## src/rtl/imx_lane_tap_calibrator.sv

```systemverilog
// Per-camera IDELAY tap calibrator: sweeps taps 0..31 on each LVDS lane, scores each tap against a training word, then loads the centre of the widest passing eye.
// Optional per-lane eye bitmap readback when IMX_TAP_CAL_EYE_MAP_EN is defined.
module imx_lane_tap_calibrator #(
  parameter int unsigned LANE_WIDTH    = 8,
  parameter int unsigned SETTLE_CYCLES = 16,
  parameter int unsigned WINDOW        = 64,
  parameter int unsigned MIN_EYE       = 4,
  parameter int unsigned DEFAULT_TAP   = 16
) (
  input  logic                    i_clk,
  input  logic                    i_rst_n,
  input  logic                    i_start,
  input  logic                    i_abort,
  input  logic [7:0]              i_train_word,
  input  logic [8*LANE_WIDTH-1:0] i_lane_data,
  output logic [5*LANE_WIDTH-1:0] o_tap_data,
  output logic [LANE_WIDTH-1:0]   o_tap_load,
  output logic                    o_tap_delay_rst,
  output logic                    o_busy,
  output logic                    o_done,
  output logic [LANE_WIDTH-1:0]   o_lane_fail,
  input  logic [2:0]              i_map_sel,
  output logic [31:0]             o_eye_map
);

  localparam int unsigned LANE_IDX_W = (LANE_WIDTH > 1) ? $clog2(LANE_WIDTH) : 1;
  localparam int unsigned SETTLE_W   = $clog2(SETTLE_CYCLES + 1);
  localparam int unsigned WIN_W      = $clog2(WINDOW + 1);
  localparam int unsigned TAP_W      = 5;
  localparam int unsigned LEN_W      = 6;
  localparam logic [TAP_W-1:0] DEF_TAP = TAP_W'(DEFAULT_TAP);

  typedef enum logic [3:0] {
    S_IDLE, S_RST_TAPS, S_SET_TAP, S_SETTLE, S_SAMPLE, S_EVAL, S_APPLY, S_NEXT_LANE, S_DONE
  } state_e;

  state_e                  state_q, state_d;
  logic [7:0]              train_q, train_d;
  logic [LANE_IDX_W-1:0]   lane_q, lane_d;
  logic [TAP_W-1:0]        tap_q, tap_d;
  logic [SETTLE_W-1:0]     settle_cnt_q, settle_cnt_d;
  logic [WIN_W-1:0]        sample_cnt_q, sample_cnt_d;
  logic [WIN_W-1:0]        match_q, match_d;
  logic                    in_run_q, in_run_d;
  logic [TAP_W-1:0]        run_start_q, run_start_d;
  logic [LEN_W-1:0]        run_len_q, run_len_d;
  logic [TAP_W-1:0]        best_start_q, best_start_d;
  logic [LEN_W-1:0]        best_len_q, best_len_d;
  logic [5*LANE_WIDTH-1:0] tap_data_q, tap_data_d;
  logic [LANE_WIDTH-1:0]   tap_load_q, tap_load_d;
  logic                    tap_delay_rst_q, tap_delay_rst_d;
  logic                    busy_q, busy_d;
  logic                    done_q, done_d;
  logic [LANE_WIDTH-1:0]   lane_fail_q, lane_fail_d;

  logic                    start_ok_c;
  logic                    pass_c;
  logic [LEN_W-1:0]        cur_len_c;
  logic [TAP_W-1:0]        cur_start_c;
  logic [LEN_W-1:0]        half_len_c;
  logic [TAP_W-1:0]        final_tap_c;
  logic [7:0]              lane_byte_c;

  assign start_ok_c  = (state_q == S_IDLE) && i_start && !i_abort;
  assign pass_c      = (match_q == WIN_W'(WINDOW));
  assign cur_len_c   = in_run_q ? (run_len_q + LEN_W'(1)) : LEN_W'(1);
  assign cur_start_c = in_run_q ? run_start_q : tap_q;
  assign half_len_c  = (best_len_q - LEN_W'(1)) >> 1;
  assign final_tap_c = TAP_W'({1'b0, best_start_q} + half_len_c);
  assign lane_byte_c = i_lane_data[8*lane_q +: 8];

  // Next-state and datapath updates; abort overrides everything outside IDLE.
  always_comb begin
    state_d         = state_q;
    train_d         = train_q;
    lane_d          = lane_q;
    tap_d           = tap_q;
    settle_cnt_d    = settle_cnt_q;
    sample_cnt_d    = sample_cnt_q;
    match_d         = match_q;
    in_run_d        = in_run_q;
    run_start_d     = run_start_q;
    run_len_d       = run_len_q;
    best_start_d    = best_start_q;
    best_len_d      = best_len_q;
    tap_data_d      = tap_data_q;
    tap_load_d      = '0;
    tap_delay_rst_d = 1'b0;
    busy_d          = busy_q;
    done_d          = done_q;
    lane_fail_d     = lane_fail_q;

    if (i_abort && (state_q != S_IDLE)) begin
      state_d = S_IDLE;
      busy_d  = 1'b0;
    end else begin
      case (state_q)
        S_IDLE: begin
          if (start_ok_c) begin
            train_d      = i_train_word;
            lane_d       = '0;
            tap_d        = '0;
            settle_cnt_d = '0;
            sample_cnt_d = '0;
            match_d      = '0;
            in_run_d     = 1'b0;
            run_start_d  = '0;
            run_len_d    = '0;
            best_start_d = '0;
            best_len_d   = '0;
            done_d       = 1'b0;
            lane_fail_d  = '0;
            busy_d       = 1'b1;
            state_d      = S_RST_TAPS;
          end
        end
        S_RST_TAPS: begin
          tap_delay_rst_d = 1'b1;
          tap_d           = '0;
          state_d         = S_SET_TAP;
        end
        S_SET_TAP: begin
          tap_data_d[5*lane_q +: 5] = tap_q;
          tap_load_d[lane_q]        = 1'b1;
          settle_cnt_d              = '0;
          state_d                   = S_SETTLE;
        end
        S_SETTLE: begin
          if (settle_cnt_q == SETTLE_W'(SETTLE_CYCLES - 1)) begin
            settle_cnt_d = '0;
            sample_cnt_d = '0;
            state_d      = S_SAMPLE;
          end else begin
            settle_cnt_d = settle_cnt_q + SETTLE_W'(1);
          end
        end
        S_SAMPLE: begin
          if ((lane_byte_c == train_q) && (match_q != WIN_W'(WINDOW))) begin
            match_d = match_q + WIN_W'(1);
          end
          if (sample_cnt_q == WIN_W'(WINDOW - 1)) begin
            sample_cnt_d = '0;
            state_d      = S_EVAL;
          end else begin
            sample_cnt_d = sample_cnt_q + WIN_W'(1);
          end
        end
        S_EVAL: begin
          // A run closes on the first failing tap or at the end of the sweep; ties keep the earlier run.
          if (pass_c) begin
            in_run_d    = 1'b1;
            run_len_d   = cur_len_c;
            run_start_d = cur_start_c;
            if ((tap_q == TAP_W'(31)) && (cur_len_c > best_len_q)) begin
              best_len_d   = cur_len_c;
              best_start_d = cur_start_c;
            end
          end else begin
            in_run_d  = 1'b0;
            run_len_d = '0;
            if (in_run_q && (run_len_q > best_len_q)) begin
              best_len_d   = run_len_q;
              best_start_d = run_start_q;
            end
          end
          match_d = '0;
          if (tap_q != TAP_W'(31)) begin
            tap_d   = tap_q + TAP_W'(1);
            state_d = S_SET_TAP;
          end else begin
            state_d = S_APPLY;
          end
        end
        S_APPLY: begin
          if (best_len_q >= LEN_W'(MIN_EYE)) begin
            tap_data_d[5*lane_q +: 5] = final_tap_c;
          end else begin
            tap_data_d[5*lane_q +: 5] = DEF_TAP;
            lane_fail_d[lane_q]       = 1'b1;
          end
          tap_load_d[lane_q] = 1'b1;
          state_d            = S_NEXT_LANE;
        end
        S_NEXT_LANE: begin
          in_run_d     = 1'b0;
          run_start_d  = '0;
          run_len_d    = '0;
          best_start_d = '0;
          best_len_d   = '0;
          tap_d        = '0;
          if (lane_q == LANE_IDX_W'(LANE_WIDTH - 1)) begin
            state_d = S_DONE;
          end else begin
            lane_d  = lane_q + LANE_IDX_W'(1);
            state_d = S_SET_TAP;
          end
        end
        S_DONE: begin
          done_d  = 1'b1;
          busy_d  = 1'b0;
          state_d = S_IDLE;
        end
        default: state_d = S_IDLE;
      endcase
    end
  end

  always_ff @(posedge i_clk or negedge i_rst_n) begin
    if (!i_rst_n) begin
      state_q         <= S_IDLE;
      train_q         <= '0;
      lane_q          <= '0;
      tap_q           <= '0;
      settle_cnt_q    <= '0;
      sample_cnt_q    <= '0;
      match_q         <= '0;
      in_run_q        <= 1'b0;
      run_start_q     <= '0;
      run_len_q       <= '0;
      best_start_q    <= '0;
      best_len_q      <= '0;
      tap_data_q      <= {LANE_WIDTH{DEF_TAP}};
      tap_load_q      <= '0;
      tap_delay_rst_q <= 1'b0;
      busy_q          <= 1'b0;
      done_q          <= 1'b0;
      lane_fail_q     <= '0;
    end else begin
      state_q         <= state_d;
      train_q         <= train_d;
      lane_q          <= lane_d;
      tap_q           <= tap_d;
      settle_cnt_q    <= settle_cnt_d;
      sample_cnt_q    <= sample_cnt_d;
      match_q         <= match_d;
      in_run_q        <= in_run_d;
      run_start_q     <= run_start_d;
      run_len_q       <= run_len_d;
      best_start_q    <= best_start_d;
      best_len_q      <= best_len_d;
      tap_data_q      <= tap_data_d;
      tap_load_q      <= tap_load_d;
      tap_delay_rst_q <= tap_delay_rst_d;
      busy_q          <= busy_d;
      done_q          <= done_d;
      lane_fail_q     <= lane_fail_d;
    end
  end

  assign o_tap_data      = tap_data_q;
  assign o_tap_load      = tap_load_q;
  assign o_tap_delay_rst = tap_delay_rst_q;
  assign o_busy          = busy_q;
  assign o_done          = done_q;
  assign o_lane_fail     = lane_fail_q;

`ifdef IMX_TAP_CAL_EYE_MAP_EN
  // Lane n's bitmap lives at bits [32n+31:32n]; {lane, tap} addresses one pass bit.
  logic [32*LANE_WIDTH-1:0] eye_q, eye_d;
  logic [31:0]              eye_sel_c;
  logic [31:0]              eye_map_q;

  always_comb begin
    eye_d = eye_q;
    if (start_ok_c) begin
      eye_d = '0;
    end else if ((state_q == S_EVAL) && !i_abort) begin
      eye_d[{lane_q, tap_q}] = pass_c;
    end
  end

  always_comb begin
    eye_sel_c = '0;
    for (int l = 0; l < int'(LANE_WIDTH); l++) begin
      if (int'(i_map_sel) == l) eye_sel_c = eye_q[32*l +: 32];
    end
  end

  always_ff @(posedge i_clk or negedge i_rst_n) begin
    if (!i_rst_n) begin
      eye_q     <= '0;
      eye_map_q <= '0;
    end else begin
      eye_q     <= eye_d;
      eye_map_q <= eye_sel_c;
    end
  end

  assign o_eye_map = eye_map_q;
`else
  logic unused_map_sel;
  assign unused_map_sel = ^i_map_sel;
  assign o_eye_map      = '0;
`endif

endmodule

```

## config.mk

```make
export PLATFORM = sky130hd
export DESIGN_NAME = imx_lane_tap_calibrator
export DESIGN_NICKNAME = d
export VERILOG_FILES = /design/src/rtl/imx_lane_tap_calibrator.sv
export SDC_FILE = /design/constraint.sdc
export NUM_CORES = 1
export LEC_CHECK = 0
export BUFFER_PORTS_ARGS = -buffer_cell sky130_fd_sc_hd__buf_2
export CAP_MARGIN = 20
export CORE_ASPECT_RATIO = 0.8
export CORE_MARGIN = 1.5
export CORE_UTILIZATION = 45
export CTS_BUF_LIST = sky130_fd_sc_hd__clkbuf_16
export DETAILED_ROUTE_END_ITERATION = 7
export PLACE_DENSITY = 0.69
export SLEW_MARGIN = 20
export SYNTH_ARGS = -nofsm -noshare
export SYNTH_HDL_FRONTEND = slang
export SYNTH_SLANG_ARGS = --single-unit
```

## constraint.sdc

```tcl
create_clock -name i_clk -period 3.5 [get_ports i_clk]
set_clock_uncertainty 0.05 [all_clocks]
set_input_delay 0.175 -clock i_clk [delete_from_list [all_inputs] [get_ports i_clk]]
set_output_delay 0.175 -clock i_clk [all_outputs]
set_load 0.01 [all_outputs]
```

Word-level counts from Yosys, hierarchy flattened
Index checks and enable logic that the tools add are counted.
W data, S select, Z words.
{"block": "word_totals", "in_bits": 79, "register_bits": 121, "output_inout_bits": 91, "word_cells": 161}
{"block": "op_classes", "mux": 57, "n_eq_ne": 28, "n_bitwise": 2, "addsub": 9, "n_lt_le_gt_ge": 5, "shift": 5, "n_reduce_logical": 36, "multipliers": 1}
{"op": "$bwmux W40", "n": 3}
{"op": "$pmux W40 S2", "n": 1}
{"op": "$shiftx A5 B34 Y40", "n": 2}
{"op": "$shiftx A64 B7 Y8", "n": 1}
{"op": "$pmux W5 S3", "n": 4}
{"op": "$pmux W7 S3", "n": 2}
{"op": "$mux W40", "n": 1}
{"op": "$mux W5", "n": 8}
{"op": "$shift A5 B34 Y40 const A", "n": 1}
{"op": "$shiftx A5 B34 Y40 const A", "n": 1}
{"op": "$mux W6", "n": 6}
{"op": "$pmux W6 S3", "n": 2}
{"op": "$neg A6 Y34", "n": 1}
{"op": "$mux W8", "n": 4}
{"op": "$pmux W4 S8", "n": 1}
{"op": "$mux W7", "n": 4}
{"op": "$reduce_and A4 Y1", "n": 6}
{"op": "$mux W4", "n": 5}
{"op": "$reduce_bool A3 Y1", "n": 6}
{"op": "$eq A4 B3 Y1 const B", "n": 4}
{"op": "$pmux W8 S2", "n": 1}
{"op": "$reduce_and A3 Y1", "n": 5}
{"op": "$add A7 B1 Y7 const B", "n": 2}
{"op": "$ne A2 B2 Y1 const B", "n": 7}
{"op": "other kinds (39)", "n": 65}

Logic depth before layout (Yosys ltp)
{"block": "logic_depth", "ltp_word": 7, "mapped_depth": 13, "ltp_nobuf": 13}

Worst setup path before layout
Ideal clock, no wire load.
{"block": "synth_timing", "kind": "register -> register", "from": "register best_len_q[0]", "to": "register tap_data_q[14], in the netlist o_tap_data[14]", "period_less_slack_ns": 2.864, "setup_ns": 0.096, "arrival_time_ns": 2.718, "path_slack_ns": 0.636, "stages_incl_launch_ff": 14, "path_buffers": 0, "required_ns": 3.354, "path_cell_list": "dfrtp_1 > inv_1 > ha_1 > inv_1 > ha_1 > inv_1 > fa_1 > nor2b_1 > o21ai_1 > a21boi_1 > nor3_1 > or3b_1 > a21oi_1 > o31ai_1"}
{"block": "synth_between", "elab_chain_len": 6, "word_cells_on_any_way": 7, "cone_classes": "2 x add/sub; 1 x order compare; 1 x shift; 3 x mux"}
{"element": "start, declared", "line_no": "48", "rtl": "logic [LEN_W-1:0] best_len_q, best_len_d;"}
{"element": "start signal, assigned", "line_no": "240", "rtl": "best_len_q <= best_len_d;"}
{"element": "$sub A6 B1 Y6", "line_no": "68", "rtl": "assign half_len_c = (best_len_q - LEN_W'(1)) >> 1;"}
{"element": "$add A5 B5 Y5", "line_no": "69", "rtl": "assign final_tap_c = TAP_W'({1'b0, best_start_q} + half_len_c);"}
{"element": "$shiftx A5 B34 Y40", "line_no": "176", "rtl": "tap_data_d[5*lane_q +: 5] = final_tap_c;"}
{"element": "$bwmux W40", "line_no": "176"}
{"element": "$mux W40 (*)", "line_no": "175", "rtl": "if (best_len_q >= LEN_W'(MIN_EYE)) begin"}
{"element": "$pmux W40 S2 (*)", "line_no": "97", "rtl": "case (state_q)"}
{"element": "end signal, assigned", "line_no": "222", "rtl": "tap_data_q <= {LANE_WIDTH{DEF_TAP}};"}
{"element": "end signal, assigned", "line_no": "241", "rtl": "tap_data_q <= tap_data_d;"}
{"element": "end, declared", "line_no": "49", "rtl": "logic [5*LANE_WIDTH-1:0] tap_data_q, tap_data_d;"}
Mark *: on every way between the ends. The rest lies on a longest branch, timed or not.
A chain may end at the register's enable or synchronous reset.

Worst setup path after layout
{"block": "layout_timing", "from": "register best_len_q[0]", "to": "register tap_data_q[39], in the netlist o_tap_data[39]"}
Same word-level chain as after synthesis.

==> results by group <==
Run status
  • Status: finished clean

Setup path
  • Buf+Inv Stages, Crit Path: 4
  • Crit Path Max Fanout: 8
  • Crit Path Category: reg2reg
  • Worst-path cell chain: inv_1 -> ha_1 -> inv_1 -> ha_1 -> inv_1 -> fa_1 -> nor2b_1 -> o21ai_1 -> a21boi_1 -> nor3_1 -> or3b_1 -> a21oi_1 -> buf_4 -> o31ai_1
  • Reg2reg end: o_tap_data[39]
  • Worst reg2reg path depth: 14
  • Critical path required time: around 3800 ps
  • CP arrival: roughly 3300 ps
  • CP most frequent cell: inv_1
  • Crit. path cell count: 14
  • Worst r2r src: best_len_q[0]
  • Nature of the critical path startpoint: flip-flop
  • Crit path largest cell delay: 460 ps
  • Critical-path top delay cell: dfrtp_1
  • CP top delay family: adder cells
  • Crit. End Element: flip-flop
  • Reg2reg setup slack: 480 ps

Worst hold path
  • Worst min path class: in2reg
  • Min-delay src: i_abort
  • WHS Path Cells: 2
  • Hold Path End: o_tap_delay_rst

Floorplan
  • Row count: 41
  • I/O pin count: 170
  • Die footprint: 0.0168 mm2
  • Core Area: 0.0157 mm2
  • Initial Util: 45.8%
  • Die width: 145 um
  • Die Y: 116 um

Global route
  • Largest net degree at the start of global routing: 75
  • First-pass GRT wire length: 28500 um
  • GRT Total Usage: around 22%
  • Antenna violations before repair: 0
  • GR Overflow Total: 0
  • Vias in the first global route: between 5000 and 6000

Logic synthesis
  • Mapped Area: about 0.0072 mm2
  • Yosys warnings: 0
  • Count of flip-flops with a built-in enable after synthesis: 0
  • Post-synth ARST share: 100%
  • Syn Area/Cell: about 9.5 um2
  • Predominant post-synthesis flop cell: dfrtp_1
  • Seq cells post-synth: 121
  • Synth cell types: 72
  • Sequential fraction of the synthesis area: between 40 and 50%
  • Syn Inst Count: 762

STA
  • Final Hold Viols: 0
  • Worst-margin pin slew: ~960 ps
  • Post-layout min period: between 3000 and 4000 ps
  • Setup tns final: 0 ps
  • Fin worst setup slack: 483 ps
  • Highest Clock Rate: about 330 MHz
  • Slew HR: a little over a third
  • Setup violators final: 0
  • Tcrit/Tclk final: approximately 86%
  • RSZ-0062 raised after global routing: false
  • Max-slew violation count: 0

Detailed routing
  • Number of routed nets with antenna violations: 0
  • WL/cell: around 16 um
  • 1st-iter DRT viols: 570
  • # DRC: 0
  • Via count: about 6100
  • Drt total wl: roughly 18000 um
  • Vias per std cell: approximately 5.3
  • DRT Pass-1 Iters: 5

Clocking
  • Clk_lat worst skew: 420 ps
  • Worst-path clk slew: ~60 ps
  • CTS tree: done
  • Root Driver: clkbuf_16
  • Cts bufs inserted: 17
  • Clk sinks: around 120
  • CTS H-tree lvls: 4
  • Longest Clk Path Bufs: 2
  • Post-CTS sizing: 0
  • Postcts setup bufs: 0

Finish
  • Finished Core Util: between 50 and 60%
  • Fillers: 1472
  • # diodes: 0
  • Layout cell share with drive strength beyond 1: between 20% and 30%
  • Fin nets: ~1000
  • Area growth from synthesis to layout: 20.1%
  • Most frequent cells in the layout: buf_2 (133), nand2_1 (113), dfrtp_1 (113)
  • Commonest non-fill, non-tap cell in the layout: buf_2

Pwr
  • Worst vdd ir: 0.337 mV
  • P_int: 2.69 mW
  • Seq pwr share: between 40 and 50%
  • Cell area power density: ~440 mW/mm2
  • Logic pwr share: between 10% and 20%
  • Leakage Power: a little over 4 nW
  • Clock power frac: between 40% and 50%
  • Switch Pwr: 1.15 mW
  • Switching Share: between 20% and 30%
  • Total power: 3.84 mW

Placement
  • DPL Wire Length: between 10000 and 15000 um
  • Final GP Congestion: between 0.8 and 0.9
  • IO Port Bufs: roughly 130
  • Post-place setup slack: between 500 and 600 ps

Job
  • Max-cap viol count: 0
[power groups by stage]
stage          Clock (mW)  Combinational (mW)  Sequential, mW
2_1_floorplan           0               0.414            1.56
3_3_place_gp            0               0.547            1.58
3_5_place_dp            0               0.554            1.58
4_1_cts              1.75               0.567            1.55
5_1_grt              1.80               0.640            1.57
6_report             1.72               0.570            1.55
[flip-flops by register name, indices dropped and copies added, names as in the netlist, 3 cells and up]
signal / cells
o_tap_data: 40
o_lane_fail: 8
best_len_q: 6
lane_q: 3
run_len_q: 6
o_tap_load: 8
run_start_q: 5
match_q: 7
best_start_q: 5
settle_cnt_q: 5
tap_q: 5
state_q: 4
train_q: 8
sample_cnt_q: 7
[cells by family after synthesis]
group                    count (synthesis)  synth area share (%)
AND/OR/NAND/NOR                        265                  17.3
AO/OA/AOI/OAI                          190                  17.6
flip-flops                             121                  42.1
buffers and inverters                   92                  6.66
multiplexers                            41                  8.25
adder cells (fa/ha/maj)                 31                  5.48
XOR/XNOR                                21                  2.55
other                                    1                0.0520
[area by class of cell]
| class | instances | area, um2 | area share (%) |
|---|---|---|---|
| well taps | 215 | 269 | 3.10 |
| clock buffers | 17 | 425 | 4.91 |
| multi-input cells | 580 | 3810 | 44.0 |
| clock inverters | 15 | 153 | 1.76 |
| inverters | 32 | 120 | 1.39 |
| flip-flops and latches | 121 | 3040 | 35.0 |
| repair buffers | 153 | 851 | 9.81 |
[metal layers]
layer / global-route usage (%) / routed length (um)
met5: 0 / 0
met1: 33.7 / 8830
met3: 4.43 / 980
met2: 31.0 / 7820
met4: 6.33 / 191
[cells in the mapped netlist (4+ instances only)]
library cell | instances | area [um2]
o21a_1 | 9 | 67.6
a22o_1 | 12 | 105
o31a_1 | 4 | 35.0
mux4_2 | 14 | 315
buf_1 | 4 | 15.0
o22a_1 | 10 | 87.6
clkbuf_1 | 19 | 71.3
o21ai_1 | 43 | 215
mux2_1 | 6 | 67.6
and2_1 | 7 | 43.8
nand3_1 | 21 | 105
nor2b_1 | 12 | 75.1
o41a_1 | 7 | 78.8
a21o_1 | 6 | 45.0
nand2_1 | 113 | 424
nor3_1 | 16 | 80.1
dfrtp_1 | 113 | 2830
mux2i_1 | 19 | 190
nor2_1 | 49 | 184
inv_1 | 29 | 109
xor2_1 | 13 | 114
o21ai_0 | 35 | 175
dfstp_2 | 8 | 210
a21oi_1 | 27 | 135
a31oi_1 | 4 | 25.0
nand2b_1 | 9 | 56.3
nand4_1 | 9 | 56.3
and3_1 | 6 | 37.5
xnor2_1 | 8 | 70.1
buf_4 | 33 | 248
o31ai_1 | 9 | 67.6
ha_1 | 30 | 375
[worst max path at each step]
stage / startpoint / endpoint / slack, ps
detailed placement: best_len_q[0] / o_tap_data[39] / 520
CTS: best_len_q[0] / o_tap_data[39] / 470
global placement: best_len_q[0] / o_tap_data[14] / 580
floorplan: best_len_q[0] / o_tap_data[14] / 640
global route: best_len_q[0] / o_tap_data[4] / 230
finish: best_len_q[0] / o_tap_data[39] / 480
[stage by stage]
| stage | std cells | hold slack [ps] | instance area, um2 |
|---|---|---|---|
| finish | 1133 | 84.0 | 8670 |
| global route | 1133 | 80.7 | 8670 |
| CTS | 1133 | 49.8 | 8670 |
| detailed placement | 1092 | 192 | 8000 |
| global placement | 1092 | 187 | 8000 |
| floorplan | 793 | -171 | 7330 |
[what timing repair did]
| item | in CTS | in global routing |
|---|---|---|
| hold buffers | 9 | 0 |
| endpoints found under the setup margin | 0 | 0 |
| hold endpoints to repair | 51 | 0 |
Power figures use the tool's default switching activity.
